$ cat src/rtl/pipeline_mem_access.sv
// Memory-stage load/store controller: turns a pipeline load/store into a
// req/ack bus transaction, aligns/extends load data and stalls the pipe.
module pipeline_mem_access #(
  parameter int unsigned ACK_TIMEOUT = 255
) (
  input  logic        clk,
  input  logic        rst,
  input  logic        valid_in_MEM,
  input  logic        MemRead_in_MEM,
  input  logic        MemRW_in_MEM,
  input  logic [2:0]  funct3_in_MEM,
  input  logic [31:0] ALU_in_MEM,
  input  logic [31:0] Data_in_MEM,
  output logic        mem_req,
  output logic        mem_we,
  output logic [31:0] mem_addr,
  output logic [3:0]  mem_be,
  output logic [31:0] mem_wdata,
  input  logic        mem_ack,
  input  logic [31:0] mem_rdata,
  output logic [31:0] DMem_data_MEM,
  output logic        done_MEM,
  output logic        err_MEM,
  output logic        stall_MEM
);

  localparam logic [1:0] IDLE = 2'd0;
  localparam logic [1:0] REQ  = 2'd1;
  localparam logic [1:0] DONE = 2'd2;

  logic [1:0]  state_q;
  logic [31:0] cnt_q;
  logic [2:0]  f3_q;   // funct3 of the access in flight, used to align load data
  logic [1:0]  off_q;  // byte offset of the access in flight

  logic        mem_op;
  logic        is_store;
  logic        legal;
  logic        aligned;
  logic [3:0]  st_be;
  logic [31:0] st_wdata;
  logic [7:0]  ld_byte;
  logic [15:0] ld_half;
  logic [31:0] ld_val;

  assign mem_op   = valid_in_MEM && (MemRead_in_MEM || MemRW_in_MEM);
  assign is_store = MemRW_in_MEM;  // store wins when both are set

  assign stall_MEM = ((state_q == IDLE) && mem_op) || (state_q == REQ);

  // Decode legality and alignment of the op presented in IDLE
  always_comb begin
    legal = 1'b0;
    case (funct3_in_MEM)
      3'b000, 3'b001, 3'b010: legal = 1'b1;
      3'b100, 3'b101:         legal = !is_store;  // unsigned forms are load-only
      default:                legal = 1'b0;
    endcase
    aligned = 1'b1;
    case (funct3_in_MEM[1:0])
      2'b01:   aligned = !ALU_in_MEM[0];
      2'b10:   aligned = (ALU_in_MEM[1:0] == 2'b00);
      default: aligned = 1'b1;
    endcase
  end

  // Store byte lanes and replicated write data
  always_comb begin
    case (funct3_in_MEM[1:0])
      2'b00: begin
        st_be    = 4'b0001 << ALU_in_MEM[1:0];
        st_wdata = {4{Data_in_MEM[7:0]}};
      end
      2'b01: begin
        st_be    = ALU_in_MEM[1] ? 4'b1100 : 4'b0011;
        st_wdata = {2{Data_in_MEM[15:0]}};
      end
      default: begin
        st_be    = 4'b1111;
        st_wdata = Data_in_MEM;
      end
    endcase
  end

  // Select and extend the load result from the returned bus word
  always_comb begin
    case (off_q)
      2'd0:    ld_byte = mem_rdata[7:0];
      2'd1:    ld_byte = mem_rdata[15:8];
      2'd2:    ld_byte = mem_rdata[23:16];
      default: ld_byte = mem_rdata[31:24];
    endcase
    ld_half = off_q[1] ? mem_rdata[31:16] : mem_rdata[15:0];
    case (f3_q)
      3'b000:  ld_val = {{24{ld_byte[7]}}, ld_byte};
      3'b100:  ld_val = {24'd0, ld_byte};
      3'b001:  ld_val = {{16{ld_half[15]}}, ld_half};
      3'b101:  ld_val = {16'd0, ld_half};
      default: ld_val = mem_rdata;
    endcase
  end

  // Access FSM with registered bus and result outputs
  always_ff @(posedge clk) begin
    if (rst) begin
      state_q       <= IDLE;
      cnt_q         <= '0;
      f3_q          <= '0;
      off_q         <= '0;
      mem_req       <= 1'b0;
      mem_we        <= 1'b0;
      mem_addr      <= '0;
      mem_be        <= '0;
      mem_wdata     <= '0;
      DMem_data_MEM <= '0;
      done_MEM      <= 1'b0;
      err_MEM       <= 1'b0;
    end else begin
      case (state_q)
        IDLE: begin
          done_MEM <= 1'b0;
          err_MEM  <= 1'b0;
          if (mem_op) begin
            if (legal && aligned) begin
              state_q   <= REQ;
              cnt_q     <= '0;
              f3_q      <= funct3_in_MEM;
              off_q     <= ALU_in_MEM[1:0];
              mem_req   <= 1'b1;
              mem_we    <= is_store;
              mem_addr  <= {ALU_in_MEM[31:2], 2'b00};
              mem_be    <= is_store ? st_be : 4'b0000;
              mem_wdata <= is_store ? st_wdata : 32'd0;
            end else begin
              // Rejected without touching the bus
              state_q  <= DONE;
              done_MEM <= 1'b1;
              err_MEM  <= 1'b1;
            end
          end
        end
        REQ: begin
          if (mem_ack) begin
            state_q       <= DONE;
            mem_req       <= 1'b0;
            done_MEM      <= 1'b1;
            err_MEM       <= 1'b0;
            DMem_data_MEM <= mem_we ? 32'd0 : ld_val;
          end else if (cnt_q == ACK_TIMEOUT) begin
            state_q       <= DONE;
            mem_req       <= 1'b0;
            done_MEM      <= 1'b1;
            err_MEM       <= 1'b1;
            DMem_data_MEM <= 32'd0;
          end else begin
            cnt_q <= cnt_q + 32'd1;
          end
        end
        DONE: begin
          // Always return to IDLE; the op still on the inputs is not re-accepted here
          state_q  <= IDLE;
          done_MEM <= 1'b0;
          err_MEM  <= 1'b0;
        end
        default: state_q <= IDLE;
      endcase
    end
  end

endmodule

$ cat config.mk
export PLATFORM = sky130hd
export DESIGN_NAME = pipeline_mem_access
export DESIGN_NICKNAME = d
export VERILOG_FILES = /design/src/rtl/pipeline_mem_access.sv
export SDC_FILE = /design/constraint.sdc
export NUM_CORES = 1
export LEC_CHECK = 0
export ABC_AREA = 1
export CORE_ASPECT_RATIO = 1.5
export CORE_UTILIZATION = 35
export CTS_CLUSTER_SIZE = 24
export DETAILED_ROUTE_END_ITERATION = 10
export PLACE_DENSITY = 0.61
export SETUP_SLACK_MARGIN = 0.1
export SLEW_MARGIN = 20
export SYNTH_ARGS = -nofsm -noshare
export SYNTH_HDL_FRONTEND = slang
export SYNTH_SLANG_ARGS = --single-unit
$ cat constraint.sdc
create_clock -name clk -period 2.7 [get_ports clk]
set_clock_uncertainty 0.2 [all_clocks]
set_input_delay 0.54 -clock clk [delete_from_list [all_inputs] [get_ports clk]]
set_output_delay 0.54 -clock clk [all_outputs]
set_load 0.01 [all_outputs]
==> report_table.html <==
<table>
<tr><th>Metric</th><th>Value</th></tr>
<tr><th colspan="2">STA</th></tr>
<tr><td>Final Cycle Share</td><td>between 90% and 100%</td></tr>
<tr><td>Shortest period the worst path allows</td><td>2.45 ns</td></tr>
<tr><td>Maximum frequency from static timing analysis</td><td>between 400 and 500 MHz</td></tr>
<tr><td>Relative slew margins</td><td>between 50% and 60%</td></tr>
<tr><td>Smallest hold slack</td><td>about 0.26 ns</td></tr>
<tr><td>Setup repair after global routing missed its margin</td><td>no</td></tr>
<tr><td>Total negative slack</td><td>0 ns</td></tr>
<tr><td>Final hold violations</td><td>0</td></tr>
<tr><td>Final max-slew violation count</td><td>0</td></tr>
<tr><td>Final setup vio count</td><td>0</td></tr>
<tr><td>Slew at the pin with the worst max-slew slack</td><td>about 0.62 ns</td></tr>
<tr><th colspan="2">Floorplanning</th></tr>
<tr><td>Num ports</td><td>210</td></tr>
<tr><td>Total core area</td><td>just over 0.02 mm2</td></tr>
<tr><td>Initial Utilization</td><td>between 30 and 40%</td></tr>
<tr><td>Number of cell rows</td><td>64</td></tr>
<tr><td>Area enclosed by the die boundary</td><td>0.0213 mm2</td></tr>
<tr><td>X dimension of the die</td><td>between 100 and 150 um</td></tr>
<tr><td>Die span in y</td><td>approximately 180 um</td></tr>
<tr><th colspan="2">Synthesis</th></tr>
<tr><td>Synth Area in Compound Gates</td><td>16.6%</td></tr>
<tr><td>Share of synthesized area spent on multiplexers</td><td>less than 1%</td></tr>
<tr><td>Top cell type by total area after synthesis</td><td>sky130_fd_sc_hd__dfxtp_1</td></tr>
<tr><td>Combined area of all synthesized cells</td><td>just over 0.007 mm2</td></tr>
<tr><td>Unique cell type count in the Yosys netlist</td><td>36</td></tr>
<tr><td>FF+latch count, synth</td><td>approximately 140</td></tr>
<tr><td>Main combinational cell family by area after synthesis</td><td>simple AND/OR/NAND/NOR gates</td></tr>
<tr><td>Sequential fraction of the synthesis area</td><td>between 30% and 40%</td></tr>
<tr><td>Simple-gate portion of the synthesized area</td><td>33.8%</td></tr>
<tr><td>Post-synth top area share</td><td>between 30% and 40%</td></tr>
<tr><td>Mapped Avg Cell Area</td><td>6.54 um2</td></tr>
<tr><td>Largest cells by area after synthesis</td><td>sky130_fd_sc_hd__dfxtp_1, sky130_fd_sc_hd__nand2_1, sky130_fd_sc_hd__a21oi_1</td></tr>
<tr><td>Xor/xnor share of the synthesized area</td><td>roughly 1.1%</td></tr>
<tr><td>Number of instances in the synthesized netlist</td><td>about 1,100</td></tr>
<tr><td>Adder-cell share of the synthesized area</td><td>approximately 1.2%</td></tr>
<tr><td>Synthesis warning total</td><td>0</td></tr>
<tr><th colspan="2">Global route</th></tr>
<tr><td>GRT Util Overall</td><td>between 20% and 30%</td></tr>
<tr><td>Largest net degree at the start of global routing</td><td>94</td></tr>
<tr><td>Remaining global-route overflow</td><td>0</td></tr>
<tr><td>First-pass GRT wire length</td><td>around 37 mm</td></tr>
<tr><td>Via count of the first global-routing pass</td><td>7,186</td></tr>
<tr><td>Antenna violations before repair</td><td>0</td></tr>
<tr><th colspan="2">Critical path</th></tr>
<tr><td>Kind of critical path</td><td>in -&gt; out</td></tr>
<tr><td>Data required time of the critical path</td><td>just under 2 ns</td></tr>
<tr><td>Critical-path cell list</td><td>clkdlybuf4s50_1 -&gt; o21ai_1 -&gt; o21ai_1 -&gt; dlygate4sd2_1</td></tr>
<tr><td>Type of element launching the critical path</td><td>input pin</td></tr>
<tr><td>Maximum fanout encountered on the critical timing path</td><td>4</td></tr>
<tr><td>CP Capture Type</td><td>output pin</td></tr>
<tr><td>Slowest cell delay on critical path</td><td>approximately 0.43 ns</td></tr>
<tr><td>Cell family with the largest share of critical-path delay</td><td>buffers and inverters</td></tr>
<tr><td>Library cell contributing the largest single delay on the critical path</td><td>sky130_fd_sc_hd__clkdlybuf4s50_1</td></tr>
<tr><td>Most used cell along the critical path</td><td>sky130_fd_sc_hd__o21ai_1</td></tr>
<tr><td>Data arrival time of the worst path</td><td>between 1.5 and 2 ns</td></tr>
<tr><td>Bufs and invs on worst path</td><td>2</td></tr>
<tr><th colspan="2">Clock network</th></tr>
<tr><td>Root buffer selected by CTS</td><td>sky130_fd_sc_hd__clkbuf_16</td></tr>
<tr><td>Clock tree from TritonCTS</td><td>yes</td></tr>
<tr><td>CTS clk-pin slew, worst paths</td><td>around 0.060 ns</td></tr>
<tr><td>Insertion delay of the later-clocked pin in the worst-skew pair</td><td>0.42 ns</td></tr>
<tr><td>Number of setup buffers added after CTS</td><td>0</td></tr>
<tr><td>Number of CTS-inserted buffers</td><td>17</td></tr>
<tr><td>Clock sink total</td><td>about 140</td></tr>
<tr><td>CTS H-tree depth</td><td>4</td></tr>
<tr><td>Maximum number of buffers from clock root to sink</td><td>2</td></tr>
<tr><td>Post-cts hold buffer count</td><td>0</td></tr>
<tr><th colspan="2">Flow run</th></tr>
<tr><td>Max Cap Violations</td><td>0</td></tr>
<tr><th colspan="2">Placed design</th></tr>
<tr><td>Final Wtd Congestion</td><td>0.893</td></tr>
<tr><td>Total cell area at the placement stage</td><td>approximately 0.0097 mm2</td></tr>
<tr><td>Placed wire-length estimate</td><td>~17 mm</td></tr>
<tr><td>Port Buf Inserts</td><td>a little over 200</td></tr>
<tr><th colspan="2">Final layout</th></tr>
<tr><td>Syn-to-layout area delta</td><td>43.0%</td></tr>
<tr><td>Final instance area</td><td>0.0104 mm2</td></tr>
<tr><td>Total inserted antenna cells</td><td>0</td></tr>
<tr><td>Total Nets Final</td><td>1,425</td></tr>
<tr><td>Share of post-route cells with drive strength above 1</td><td>8.30%</td></tr>
<tr><td>Layout filler cell count</td><td>around 2,100</td></tr>
<tr><td>Share of the core filled with cells in the final layout</td><td>roughly half</td></tr>
<tr><th colspan="2">Power</th></tr>
<tr><td>Total design power</td><td>0.00562 W</td></tr>
<tr><td>Pwr/cell area</td><td>approximately 540 mW/mm2</td></tr>
<tr><td>Leak Pwr</td><td>about 3.8 nW</td></tr>
<tr><td>Largest voltage drop on the vdd net</td><td>about 0.36 mV</td></tr>
<tr><th colspan="2">Routing</th></tr>
<tr><td>Final wirelength</td><td>between 20 and 25 mm</td></tr>
<tr><td>Average routed wire per standard cell</td><td>around 15 um</td></tr>
<tr><td>Post-detailed-route count of antenna-violating nets</td><td>0</td></tr>
<tr><td>Residual DRC count</td><td>0</td></tr>
<tr><td>Violation count after the first detailed-routing iteration</td><td>304</td></tr>
<tr><td>Vias after detailed routing</td><td>about 7,600</td></tr>
<tr><td>Iteration count of the initial detailed-routing pass</td><td>5</td></tr>
<tr><td>Ratio of routed vias to standard cells</td><td>4.79</td></tr>
<tr><th colspan="2">Outcome</th></tr>
<tr><td>Result of the run</td><td>complete, no violations</td></tr>
<tr><th colspan="2">Hold path</th></tr>
<tr><td>Classification of the worst-slack hold path</td><td>reg -&gt; reg</td></tr>
</table>
## synth_stat cells (all sizes together)
master   count
a21oi      146
and3         1
buf         28
clkbuf      28
clkinv       1
conb         1
dfxtp      141
ha           7
inv         66
mux2i        4
nand2      421
nand3       44
nand4        2
nor2       121
nor3         1
nor3b        1
o2111ai      1
o211ai      22
o21ai       51
o22ai        3
or2          8
xnor2        4
xor2         5
## metrics by stage
stage          worst slack [ns]  instances
6_report                  0.249       1590
5_1_grt                   0.102       1590
4_1_cts                   0.246       1590
3_5_place_dp             -0.150       1558
3_3_place_gp            -0.0733       1558
2_1_floorplan             0.422       1108
## metal layers
| layer | track usage (%) | vias to the layer above | routed length [um] |
|---|---|---|---|
| met5 | 0 | - | 0 |
| met4 | 9.06 | 0 | 516 |
| met3 | 4.57 | 30 | 1020 |
| met2 | 40.2 | 192 | 12100 |
| met1 | 25.0 | 3429 | 9670 |
| li1 | - | 3959 | - |
## worst reg2reg max path, stage by stage, from the launching register on
cell,delay (ns)
sky130_fd_sc_hd__dfxtp_1,0.46
sky130_fd_sc_hd__ha_1,0.23
sky130_fd_sc_hd__inv_2,0.05
sky130_fd_sc_hd__nor2_4,0.17
sky130_fd_sc_hd__nand2_2,0.14
sky130_fd_sc_hd__nor2_4,0.18
sky130_fd_sc_hd__nand2_1,0.08
sky130_fd_sc_hd__nand2_1,0.09
sky130_fd_sc_hd__nand2_2,0.33
sky130_fd_sc_hd__nor2_1,0.24
sky130_fd_sc_hd__nor2_1,0.05
## worst paths after layout
check / from / to / slack (ns) / cells past startpoint
setup / recovery: MemRW_in_MEM / stall_MEM / 0.25 / 4
hold / removal: mem_addr[15] / mem_addr[15] / 0.26 / 2
setup reg to reg: cnt_q[0] / DMem_data_MEM[3] / 0.37 / 10
hold reg to reg: mem_addr[15] / mem_addr[15] / 0.26 / 2
## kinds of logic (layout without fill, tap and decap cells)
logic type / after synthesis / count (layout)
mux: 4 / 4
simple gates: 599 / 599
compound gates: 223 / 223
xor+xnor: 9 / 9
other cells: 1 / 2
buf+inv: 123 / 341
flops: 141 / 141
fa+ha+maj: 7 / 7
## placed cells by master, fill, tap and decap left out, drive strengths merged, types with 7 or more instances in the layout
| cell type | synthesis | final |
|---|---|---|
| a21oi | 146 | 146 |
| buf | 28 | 36 |
| clkbuf | 28 | 23 |
| clkdlybuf4s50 | 0 | 205 |
| dfxtp | 141 | 141 |
| ha | 7 | 7 |
| inv | 66 | 67 |
| nand2 | 421 | 421 |
| nand3 | 44 | 44 |
| nor2 | 121 | 121 |
| o211ai | 22 | 22 |
| o21ai | 51 | 51 |
| or2 | 8 | 8 |
## what timing repair did
action	4_1_cts	5_1_grt
endpoints found under the setup margin	1	0
hold endpoints to repair	0	0
resized for setup	3	0
## area by class of cell
class | count | area, um2 | share of cell area (%)
Tap cell | 264 | 330 | 3.19
Clock inverter | 9 | 179 | 1.73
Multi-Input combinational cell | 844 | 3860 | 37.3
Sequential cell | 141 | 2820 | 27.3
Inverter | 67 | 256 | 2.48
Clock buffer | 23 | 498 | 4.81
Timing Repair Buffer | 242 | 2410 | 23.2
## state kept, by name, indices dropped and copies added (netlist names), 2 cells and up
name,count
DMem_data_MEM,32
cnt_q,32
mem_wdata,32
mem_addr,30
mem_be,4
f3_q,3
off_q,2
state_q,2
## power by group
| group | total (W) | switching (W) | internal, W |
|---|---|---|---|
| combinational | 0.000753 | 0.000397 | 0.000356 |
| clock | 0.00271 | 0.000942 | 0.00177 |
| sequential | 0.00216 | 0.0000318 | 0.00213 |
Note: power is estimated with default switching activity, not from simulation.
==> RTL edit 1 (config.mk and constraints unchanged) <==
Make the reset (`rst`) asynchronous in one clocked block.
--- a/src/rtl/pipeline_mem_access.sv
+++ b/src/rtl/pipeline_mem_access.sv
@@ -101,7 +101,7 @@
   end
 
   // Access FSM with registered bus and result outputs
-  always_ff @(posedge clk) begin
+  always_ff @(posedge clk or posedge rst) begin
     if (rst) begin
       state_q       <= IDLE;
       cnt_q         <= '0;
Function: differs if rst is asserted again (counterexample within 4 cycles, from zero or initial values and one cycle with rst high); with rst held inactive, the same outputs for 4 cycles.
==> RTL edit 1 against the original RTL <==
Sequential cell count unchanged. Wire length grew 1.4%. Hold slack got worse by 0.041 ns. Design area rose by 2.6%. Area after synthesis rose by 5.4%. Worst setup slack improved by 0.014 ns. Highest routed layer unchanged.
Power is not compared: it rests on default switching activity, and its combinational part moved more than twofold at a synthesized area within 25%.
==> RTL edit 1: results (changes against the original RTL) <==
status=completed; layout cells sized above 1=8.623% (+0.33 points); Placed Area=10020 µm² (+3.5%); XOR/XNOR share of the synthesized area=0.4593% (-0.63 points); min-delay worst type=primary input to asynchronous set/reset pin; RePlAce Congestion=0.9043 (+1.2%); vias in the first global route=7302 (+1.6%); FF-to-FF Start=cnt_q[0]; Post-synth ARST share=100.0% (+100 points); top_reg_cell synth=dfrtp_1; Detailed Place HPWL=17.85 mm (+4.1%); post-synthesis mux area share=0.1312% (-0.42 points); Avg Vias per Cell=4.738 (-1.0%); synthesized netlist cell count=1045 (-5.6%); worst reg-to-reg path cell count=11 (+1); Fill cells=2085 (-1.2%); 1st-iter DRT viols=380 (+25%); slew at the pin closest to its max-slew limit=0.5242 ns (-0.09502 ns); Inst Count DP=1502 (-3.6%); all-layer global routing usage=22.09% (-0.046 points); Routed WL=23.58 mm (+1.4%); Reg area=3528 µm² (+25%); top cells by count, synth=nand2_1 (443), dfrtp_1 (141), nand3_1 (81); initial antenna violation count=1 (+1); r2r endpoint=DMem_data_MEM[5]; fin nets=1365 (-4.2%); CP max stage cell=dfrtp_1; total iterations of the first detailed-routing run=4 (-1)
==> RTL edit 1: changes by cell type after synthesis, moves of 16 or more <==
| cell | unedited run | this run |
|---|---|---|
| dfrtp_1 | 0 | 141 |
| o21ai_1 | 0 | 21 |
| dfxtp_1 | 141 | 0 |
| o21ai_0 | 51 | 69 |
| inv_1 | 62 | 78 |
| nand3_1 | 41 | 81 |
| o21ai_2 | 0 | 30 |
| nor2_1 | 116 | 76 |
| o211ai_1 | 22 | 4 |
| a21oi_1 | 140 | 15 |
| nand2_1 | 404 | 443 |
==> RTL edit 1: worst min path at each step <==
stage | end | slack (ns)
3_3_place_gp | mem_addr[27] | 0.26
2_1_floorplan | off_q[0] | 0.25
4_1_cts | mem_req | 0.22
6_report | cnt_q[18] | 0.22
5_1_grt | mem_req | 0.24
3_5_place_dp | mem_addr[24] | 0.26
==> RTL edit 1: layout make-up <==
| class | instances | share of cell area, % |
|---|---|---|
| Antenna cell | 1 | 0.02355 |
| Inverter | 83 | 2.968 |
| Clock inverter | 8 | 1.319 |
| Clock buffer | 22 | 4.369 |
| Multi-Input combinational cell | 779 | 33.29 |
| Timing Repair Buffer | 231 | 21.66 |
| Tap cell | 268 | 3.156 |
| Sequential cell | 141 | 33.21 |
==> RTL edit 1: power by group through the flow <==
stage               Clock (W)  Combinational [W]  Sequential [W]
global placement            0            0.00382         0.00338
detailed placement          0            0.00385         0.00339
CTS                   0.00251            0.00386         0.00337
floorplan                   0            0.00142         0.00365
global route          0.00260            0.00419         0.00347
finish                0.00246            0.00380         0.00337
==> RTL edit 1: metal layers <==
metal / vias up / routed length [µm] / GRT usage (%)
met5: - / 0 / 0
met4: 0 / 890 / 10.93
met3: 50 / 1113 / 5.131
met2: 182 / 12140 / 37.93
met1: 3328 / 9435 / 25.37
li1: 3703 / - / -
==> RTL edit 2 (same flow settings) <==
Made on the original files. `ACK_TIMEOUT`: 255 -> 127.
--- a/src/rtl/pipeline_mem_access.sv
+++ b/src/rtl/pipeline_mem_access.sv
@@ -1,7 +1,7 @@
 // Memory-stage load/store controller: turns a pipeline load/store into a
 // req/ack bus transaction, aligns/extends load data and stalls the pipe.
 module pipeline_mem_access #(
-  parameter int unsigned ACK_TIMEOUT = 255
+  parameter int unsigned ACK_TIMEOUT = 127
 ) (
   input  logic        clk,
   input  logic        rst,
Behaviour: no difference found for any inputs over 4 cycles, from zero or initial values and one cycle with rst high; that may be too few to reach the edited logic, so the function may still have changed.
==> RTL edit 2 against the original RTL <==
Design area down 0.52%. Worst setup slack better by 0.024 ns. Sequential cell count unchanged. First-iteration DRC count increased by 4.9%. Power down 5.3%. Wire length increased by 1.4%. Area after synthesis is 0.35% higher. Non-clock buffer count fell by 2. Largest cell class unchanged. Synthesized cell count grew 3.2%. Via count is 1.6% higher. Sequential share of layout area rose by 0.14 points. Global-route usage is 0.73 points higher.
==> RTL edit 2: results (changes against the original RTL) <==
status=completed; first-pass GRT wire length=38.02 mm (+3.5%); top cells by count, synth=nand2_1 (439), a21oi_1 (146), dfxtp_1 (141); XOR/XNOR share of the synthesized area=1.085% (-0.0038 points); worst-path fanout max=3 (-1); initial antenna violation count=0 (unchanged); Placed Area=9693 µm² (+0.18%); internal power=0.003966 W (-6.8%); post-synthesis mux area share=0% (-0.55 points); DRC Markers=0 (unchanged); cts bufs inserted=17 (unchanged); Worst Min Path Start=mem_addr[21]; all-layer global routing usage=22.87% (+0.73 points); Detailed Place HPWL=17.57 mm (+2.5%); r2r endpoint=DMem_data_MEM[28]; leak pwr=3.818 nW (+1.6%); total iterations of the first detailed-routing run=5 (unchanged); Fill cells=2127 (+0.81%); register area share after synthesis=38.86% (-0.13 points); fin nets=1457 (+2.2%); crit path launch=MemRW_in_MEM; worst reg-to-reg path cell count=9 (-1); slew margin rel.=53.74% (-5.0 points); maximum VDD drop=358.3 µV (-0.12%); Avg Vias per Cell=4.766 (-0.41%); Clk Latency, worst-skew pair=0.43 ns; htree depth=4 (unchanged); share of the synthesized area in the top cell type=38.86% (-0.13 points); vias in the first global route=7638 (+6.3%); Synth area leaders=dfxtp_1 (39%), nand2_1 (23%), a21oi_1 (10%); crit path DAT=1.69 ns (-0.02 ns); slack of the worst reg-to-reg path=0.37 ns (about the same); 1st-iter DRT viols=319 (+4.9%); biggest regs=DMem_data_MEM (32), cnt_q (32), mem_wdata (32); RePlAce Congestion=0.8848 (-0.95%); drt wl/cell=14.54 µm (-0.62%); largest net degree at the start of global routing=120 (+28%); Antenna diodes=0 (unchanged); FF-to-FF Start=f3_q[1]; post-synthesis adder-cell area fraction=1.206% (-0.0042 points); top_reg_cell synth=dfxtp_1; Yosys cell types=34 (-5.6%); Synth warnings=0 (unchanged); post-synthesis compound-gate area fraction=15.59% (-1.0 points); largest family of logic cells by synthesized area=simple AND/OR/NAND/NOR gates; Worst Setup EP=stall_MEM; layout cells sized above 1=7.216% (-1.1 points)
-- RTL edit 2: changes by cell type after synthesis, sizes merged, moves of 2 or more --
cell	unedited run	this run
o211ai	22	9
nor2	121	127
o22ai	3	0
nand3	44	51
or2	8	11
nand2	421	443
o21ai	51	57
mux2i	4	0
inv	66	73
clkbuf	28	31
a21oi	146	149
buf	28	26
-- RTL edit 2: per-stage QoR --
stage | std cells | setup slack, ns | hold WS (ns) | TNS [ns] | total power, W
6_report | 1622 | 0.2727 | 0.2617 | 0 | 0.005326
5_1_grt | 1622 | 0.1351 | 0.2800 | 0 | 0.005567
4_1_cts | 1622 | 0.2653 | 0.2639 | 0 | 0.005398
3_5_place_dp | 1590 | -0.05968 | 0.2552 | -0.3848 | 0.002959
3_3_place_gp | 1590 | -0.01245 | 0.2504 | -0.02275 | 0.002956
2_1_floorplan | 1143 | 0.4315 | 0.2451 | 0 | 0.002577
-- RTL edit 2: critical path, cell delays in order --
cell and delay, ns:
clkdlybuf4s50_1 0.43, o21ai_0 0.28, o21ai_0 0.11, dlygate4sd2_1 0.32
-- RTL edit 2: power groups by stage --
| stage | registers, W | clock network (W) | logic [W] |
|---|---|---|---|
| after floorplan | 0.00222 | 0 | 0.000357 |
| after global placement | 0.00221 | 0 | 0.000748 |
| after detailed placement | 0.00221 | 0 | 0.000750 |
| after CTS | 0.00216 | 0.00248 | 0.000751 |
| after global routing | 0.00217 | 0.00257 | 0.000829 |
| final | 0.00216 | 0.00242 | 0.000744 |
-- RTL edit 2: area by class of cell --
cell class              instances  area, µm²  share of cell area [%]
well taps                     264      330.3                   3.208
clock buffers                  23      498.0                   4.836
repair buffers                240       2404                   23.34
inverters                      73      276.5                   2.685
flip-flops and latches        141       2823                   27.41
multi-input cells             872       3859                   37.47
clock inverters                 9      107.6                   1.045
-- RTL edit 2: how the worst min path moves through the flow --
stage                             end  slack (ns)  cells after the start
floorplan                    off_q[0]        0.25                      2
global placement        mem_wdata[29]        0.25                      2
detailed placement       mem_addr[14]        0.26                      2
CTS                      mem_addr[21]        0.26                      2
global route        DMem_data_MEM[31]        0.28                      2
finish                   mem_addr[21]        0.26                      2
-- RTL edit 2: metal layers --
| metal | wire length, µm | up-vias | share of wire, % | global-route usage (%) |
|---|---|---|---|---|
| met2 | 11760 | 236 | 50 | 41.06 |
| met1 | 9129 | 3426 | 39 | 23.65 |
| met5 | 0 | - | 0 | 0 |
| li1 | - | 4022 | - | - |
| met4 | 851 | 0 | 3.6 | 10.36 |
| met3 | 1845 | 47 | 7.8 | 8.152 |
-- RTL edit 2: what timing repair did --
action | in CTS | in global routing
resized for setup | 1 | 0
hold buffers | 0 | 0
setup endpoints to repair | 1 | 0
